`src/rtl/oam_dma_ctrl.sv`:
```
// oam_dma_ctrl: memory-port stage between the 2A03 core and system memory.
// Passes CPU accesses straight through while idle, and performs the
// 256-byte sprite DMA from page $XX00 to the PPU OAM data port when the
// CPU writes the DMA register. The core is halted for the whole transfer.
module oam_dma_ctrl (
    input  logic       clk,
    input  logic       rst_n,
    input  logic [7:0] cpu_addr_l,
    input  logic [7:0] cpu_addr_h,
    input  logic       cpu_rw,
    input  logic [7:0] cpu_wdata,
    output logic [7:0] cpu_rdata,
    output logic       cpu_halt,
    output logic [7:0] mem_addr_l,
    output logic [7:0] mem_addr_h,
    output logic       mem_rw,
    output logic [7:0] mem_wdata,
    input  logic [7:0] mem_rdata,
    output logic       dma_busy
);

    localparam logic [15:0] DMA_REG_ADDR  = 16'h4014;
    localparam logic [15:0] OAM_DATA_ADDR = 16'h2004;

    typedef enum logic [1:0] {
        IDLE  = 2'd0,
        ALIGN = 2'd1,
        RD    = 2'd2,
        WR    = 2'd3
    } state_t;

    state_t     state;
    logic       odd;
    logic       extra;
    logic       align_done;
    logic       busy_q;
    logic [7:0] page;
    logic [7:0] cnt;
    logic [7:0] data_buf;
    logic       dma_trigger;

    // A CPU write to the DMA register; only acted on while idle
    assign dma_trigger = !cpu_rw && ({cpu_addr_h, cpu_addr_l} == DMA_REG_ADDR);

    // Free-running cycle parity, decides whether an extra alignment cycle is needed
    always_ff @(posedge clk or negedge rst_n) begin
        if (!rst_n) begin
            odd <= 1'b0;
        end else begin
            odd <= ~odd;
        end
    end

    // DMA sequencer: trigger, alignment, then 256 read/write pairs within one page
    always_ff @(posedge clk or negedge rst_n) begin
        if (!rst_n) begin
            state      <= IDLE;
            page       <= 8'h00;
            cnt        <= 8'h00;
            extra      <= 1'b0;
            align_done <= 1'b0;
            data_buf   <= 8'h00;
            busy_q     <= 1'b0;
        end else begin
            case (state)
                IDLE: begin
                    if (dma_trigger) begin
                        page       <= cpu_wdata;
                        cnt        <= 8'h00;
                        extra      <= odd;
                        align_done <= 1'b0;
                        busy_q     <= 1'b1;
                        state      <= ALIGN;
                    end
                end
                ALIGN: begin
                    if (extra && !align_done) begin
                        align_done <= 1'b1;
                    end else begin
                        align_done <= 1'b0;
                        state      <= RD;
                    end
                end
                RD: begin
                    state <= WR;
                end
                WR: begin
                    data_buf <= mem_rdata;
                    cnt      <= cnt + 8'd1;
                    if (cnt == 8'hFF) begin
                        busy_q <= 1'b0;
                        state  <= IDLE;
                    end else begin
                        state <= RD;
                    end
                end
                default: begin
                    busy_q <= 1'b0;
                    state  <= IDLE;
                end
            endcase
        end
    end

    // Memory-side bus: pass-through when idle, DMA addresses/data when busy
    always_comb begin
        mem_addr_h = cpu_addr_h;
        mem_addr_l = cpu_addr_l;
        mem_rw     = cpu_rw;
        mem_wdata  = cpu_wdata;
        case (state)
            IDLE: begin
                if (dma_trigger) begin
                    mem_rw = 1'b1;
                end
            end
            ALIGN: begin
                mem_addr_h = DMA_REG_ADDR[15:8];
                mem_addr_l = DMA_REG_ADDR[7:0];
                mem_rw     = 1'b1;
                mem_wdata  = 8'h00;
            end
            RD: begin
                mem_addr_h = page;
                mem_addr_l = cnt;
                mem_rw     = 1'b1;
                mem_wdata  = data_buf;
            end
            WR: begin
                mem_addr_h = OAM_DATA_ADDR[15:8];
                mem_addr_l = OAM_DATA_ADDR[7:0];
                mem_rw     = 1'b0;
                mem_wdata  = mem_rdata;
            end
            default: begin
                mem_rw = 1'b1;
            end
        endcase
    end

    assign cpu_rdata = mem_rdata;
    assign cpu_halt  = busy_q;
    assign dma_busy  = busy_q;

endmodule

```
`config.mk`:
```
export PLATFORM = sky130hd
export DESIGN_NAME = oam_dma_ctrl
export DESIGN_NICKNAME = d
export VERILOG_FILES = /design/src/rtl/oam_dma_ctrl.sv
export SDC_FILE = /design/constraint.sdc
export NUM_CORES = 1
export LEC_CHECK = 0
export ABC_CLOCK_PERIOD_IN_PS = 4340
export BUFFER_PORTS_ARGS = -buffer_cell sky130_fd_sc_hd__buf_4
export CAP_MARGIN = 10
export CELL_PAD_IN_SITES_DETAIL_PLACEMENT = 2
export CELL_PAD_IN_SITES_GLOBAL_PLACEMENT = 2
export CORE_ASPECT_RATIO = 1.75
export CORE_UTILIZATION = 31
export DETAILED_ROUTE_END_ITERATION = 8
export MAX_ROUTING_LAYER = met4
export PLACE_DENSITY_LB_ADDON = 0.1
export SLEW_MARGIN = 20
export SYNTH_ARGS = -nofsm -noshare
export SYNTH_HDL_FRONTEND = slang
export SYNTH_SLANG_ARGS = --single-unit
```
`constraint.sdc`:
```
create_clock -name clk -period 4.34 [get_ports clk]
set_input_delay 0.868 -clock clk [delete_from_list [all_inputs] [get_ports clk]]
set_output_delay 0.868 -clock clk [all_outputs]
set_load 0.02 [all_outputs]
```
==> flow_metrics.py <==
metrics = {
    "cells_and_area": {
        "final_common_cell": "buf_4",
        "syn_to_final_growth_pct": 32.9,
        "post_route_cells_drive_above_1_share_pct": 42.7,
        "layout_common_cells": "72 x buf_4, 30 x dfrtp_1, 18 x nand2_1, 16 x mux2_2",
        "finalNetCount": 288,
        "postLayoutCoreUtil_pct": 42.6,
        "insertedDiodeCount": 0,
    },
    "clock_network": {
        "clk_pin_slew_worst_paths_ps": 70,
        "cts_made_buffers": 5,
        "number_of_gates_given_a_new_drive_strength_after_cts": 0,
        "htree_num_levels": 2,
        "cts_buffer_depth": 2,
        "source_to_sink_clock_delay_at_the_later_pin_of_the_worst_skew_pair_ps": 290,
        "ctsRootBufferMaster": "clkbuf_8",
        "cts_hold_repair.buffers": 0,
        "post_cts_setup_bufs": 0,
        "clock_sink_count": 30,
        "cts_tree": "yes",
    },
    "power_and_ir_drop": {
        "pwr_density_cell_mw_per_mm2": 645,
        "leakage_nw": 1.21,
        "peakVddDrop_uv": 266,
    },
    "job": {
        "max_cap_violations": 0,
    },
    "critical_path": {
        "worstSetupPathType": "flip-flop to output port",
        "critical-path-top-delay-family": "simple AND/OR/NAND/NOR gates",
        "worst_r2r_startpoint": "state[0]",
        "worst_ep_required_time_ps": 3470,
        "timing.rr.end": "cnt[4]",
        "timing.reg2reg.setup_slack_ps": 2280,
        "crit_chain": "inv_1 -> ha_1 -> nor2b_1 -> a22o_1 -> buf_4",
        "end_kind": "output port",
        "arrival_ps": 2230,
        "critical-path-slowest-cell": "nor2b_1",
        "worst_path_largest_cell_delay_ps": 760,
        "critical_path_depth": 5,
        "crit_path_max_fanout": 12,
        "r2r.worst_path.cells": 5,
        "timing.critical_path.buf_inv": 2,
        "cp-start-kind": "flip-flop",
    },
    "outcome": {
        "status": "finished clean",
    },
    "route": {
        "via_per_inst": 5.29,
        "drt_pre_antenna_iters": 4,
        "finalWirelength_um": 5860,
        "wirelength_met1_um": 2140,
        "dr_wl_met3_um": 222,
        "routed_wire_length_per_instance_um": 18.0,
        "dr_total_vias": 1726,
        "met2_wirelength_um": 3390,
        "maxUsedRoutingLayer": "met4",
        "drt_iter0_drc": 61,
        "drc": 0,
        "drt.antenna.violating_nets": 0,
    },
    "timing": {
        "tightest_slew_ps": 982,
        "unrepaired_setup_endpoints_after_global_routing": "no",
        "period_minus_slack_ps": 3100,
        "totalNegativeSetupSlack_ps": 0,
        "slew-limit-headroom_pct": 34.4,
        "timing.final.setup_violations": 0,
        "hold-worst-slack_ps": 421,
        "report.final.slew_viol_count": 0,
        "worst_clock_skew_ps": 6.23,
        "final_hold_viol_count": 0,
        "max_freq_mhz": 323,
        "layout_worst_path_cycle_share_pct": 71.3,
    },
    "min_path": {
        "worst_hold_path.num_cells": 1,
        "worstHoldStart": "odd",
        "hold_end": "odd",
        "min-delay-path-class": "flip-flop to flip-flop",
    },
    "global_route": {
        "grt_start_max_net_pins": 40,
        "grt_pass1_vias": 1906,
        "grt_antenna_before_repair": 0,
        "groute.usage.overall_pct": 20.8,
        "grt_overflow": 0,
        "grt_pass1_wl_um": 9410,
    },
    "synthesis": {
        "synth_cell_types": 38,
        "syn_inst": 188,
        "edff_count_synth": 0,
        "ys_warns": 0,
        "syn-mean-instance-area_um2": 10.0,
        "synth.yosys.seq_area_share_pct": 39.8,
        "synthArstFlopShare_pct": 100,
        "ys_seq_elements": 30,
        "mappedNetlistArea_mm2": 0.00188,
        "postSynthNetCount": 229,
        "synthFlopType": "dfrtp_1",
    },
    "placement": {
        "place_hpwl_um": 4420,
        "gp_congestion": 0.750,
        "buffer_ports.inserted": 69,
    },
    "floorplanning": {
        "io-pin-count": 70,
        "fp.dieArea_mm2": 0.00641,
        "design.core.area_mm2": 0.00588,
        "die_width_um": 60.9,
        "num_rows": 37,
        "initial_core_util_pct": 32.0,
        "die_height_um": 105,
    },
}
-- power by group --
part / switching, mW / leakage [nW] / total, mW / internal (mW)
registers: 0.0564 / 0.383 / 0.401 / 0.344
logic: 0.570 / 0.779 / 0.969 / 0.399
clock network: 0.118 / 0.0472 / 0.246 / 0.127
-- cell families (layout without fill, tap and decap cells) --
| family | count (synthesis) | after routing | synth area share, % |
|---|---|---|---|
| compound gates | 55 | 55 | 21.4 |
| simple gates | 54 | 54 | 17.1 |
| flops | 30 | 30 | 39.8 |
| buf+inv | 25 | 85 | 6.97 |
| mux | 18 | 18 | 10.7 |
| fa+ha+maj | 6 | 6 | 3.98 |
-- layer usage --
layer | track usage (%) | up-vias
met5 | - | -
met4 | 6.82 | 0
met3 | 3.09 | 8
met2 | 38.2 | 57
met1 | 21.3 | 857
li1 | - | 804
-- metrics by stage --
step | total power [mW] | cells | instance area [µm²] | setup slack, ps
after floorplan | 1.01 | 188 | 1880 | 1700
after global placement | 1.37 | 318 | 2410 | 1470
after detailed placement | 1.39 | 318 | 2410 | 1480
after CTS | 1.65 | 326 | 2500 | 1210
after global routing | 1.74 | 326 | 2500 | 1120
final | 1.62 | 326 | 2500 | 1240
-- sequential cells by signal (all words and copies together) (netlist names) --
name,flops
cnt,8
cpu_halt,1
data_buf,8
odd,1
page,8
state,2
extra,1
align_done,1
-- worst max path at each step --
| stage | from | to | slack, ps |
|---|---|---|---|
| 2_1_floorplan | cpu_addr_l[6] | mem_rw | 1700 |
| 3_3_place_gp | cpu_addr_l[6] | mem_rw | 1470 |
| 3_5_place_dp | cpu_addr_l[6] | mem_rw | 1480 |
| 4_1_cts | state[0] | mem_addr_h[2] | 1210 |
| 5_1_grt | state[0] | mem_addr_h[7] | 1120 |
| 6_report | state[0] | mem_addr_h[2] | 1240 |
-- cell type report --
cell class	instances	area (µm²)
Timing Repair Buffer	72	541
Clock buffer	6	82.6
Sequential cell	30	751
Inverter	5	18.8
Clock inverter	2	12.5
Multi-Input combinational cell	133	1000
Tap cell	78	97.6
Fill cell	688	3370
-- cells in the mapped netlist, types with 2 or more instances --
library cell	n	share of area, %
dfrtp_1	30	40
nand3_1	4	1.1
buf_4	10	4.0
o2bb2ai_1	2	0.93
o21ai_0	13	3.5
mux2_2	16	9.6
a21oi_1	5	1.3
a31oi_1	4	1.3
a211oi_1	2	0.80
a221o_1	4	2.1
inv_1	5	1.0
a22o_1	13	6.0
and3_1	4	1.3
nor2_1	8	1.6
a22oi_1	8	3.2
nor3b_1	3	1.2
nand3b_1	2	0.80
and4b_1	2	1.1
nand2_1	18	3.6
nor2b_1	2	0.66
clkbuf_1	10	2.0
ha_1	6	4.0
nor4_2	2	1.3
(Power assumes the default switching activity.)
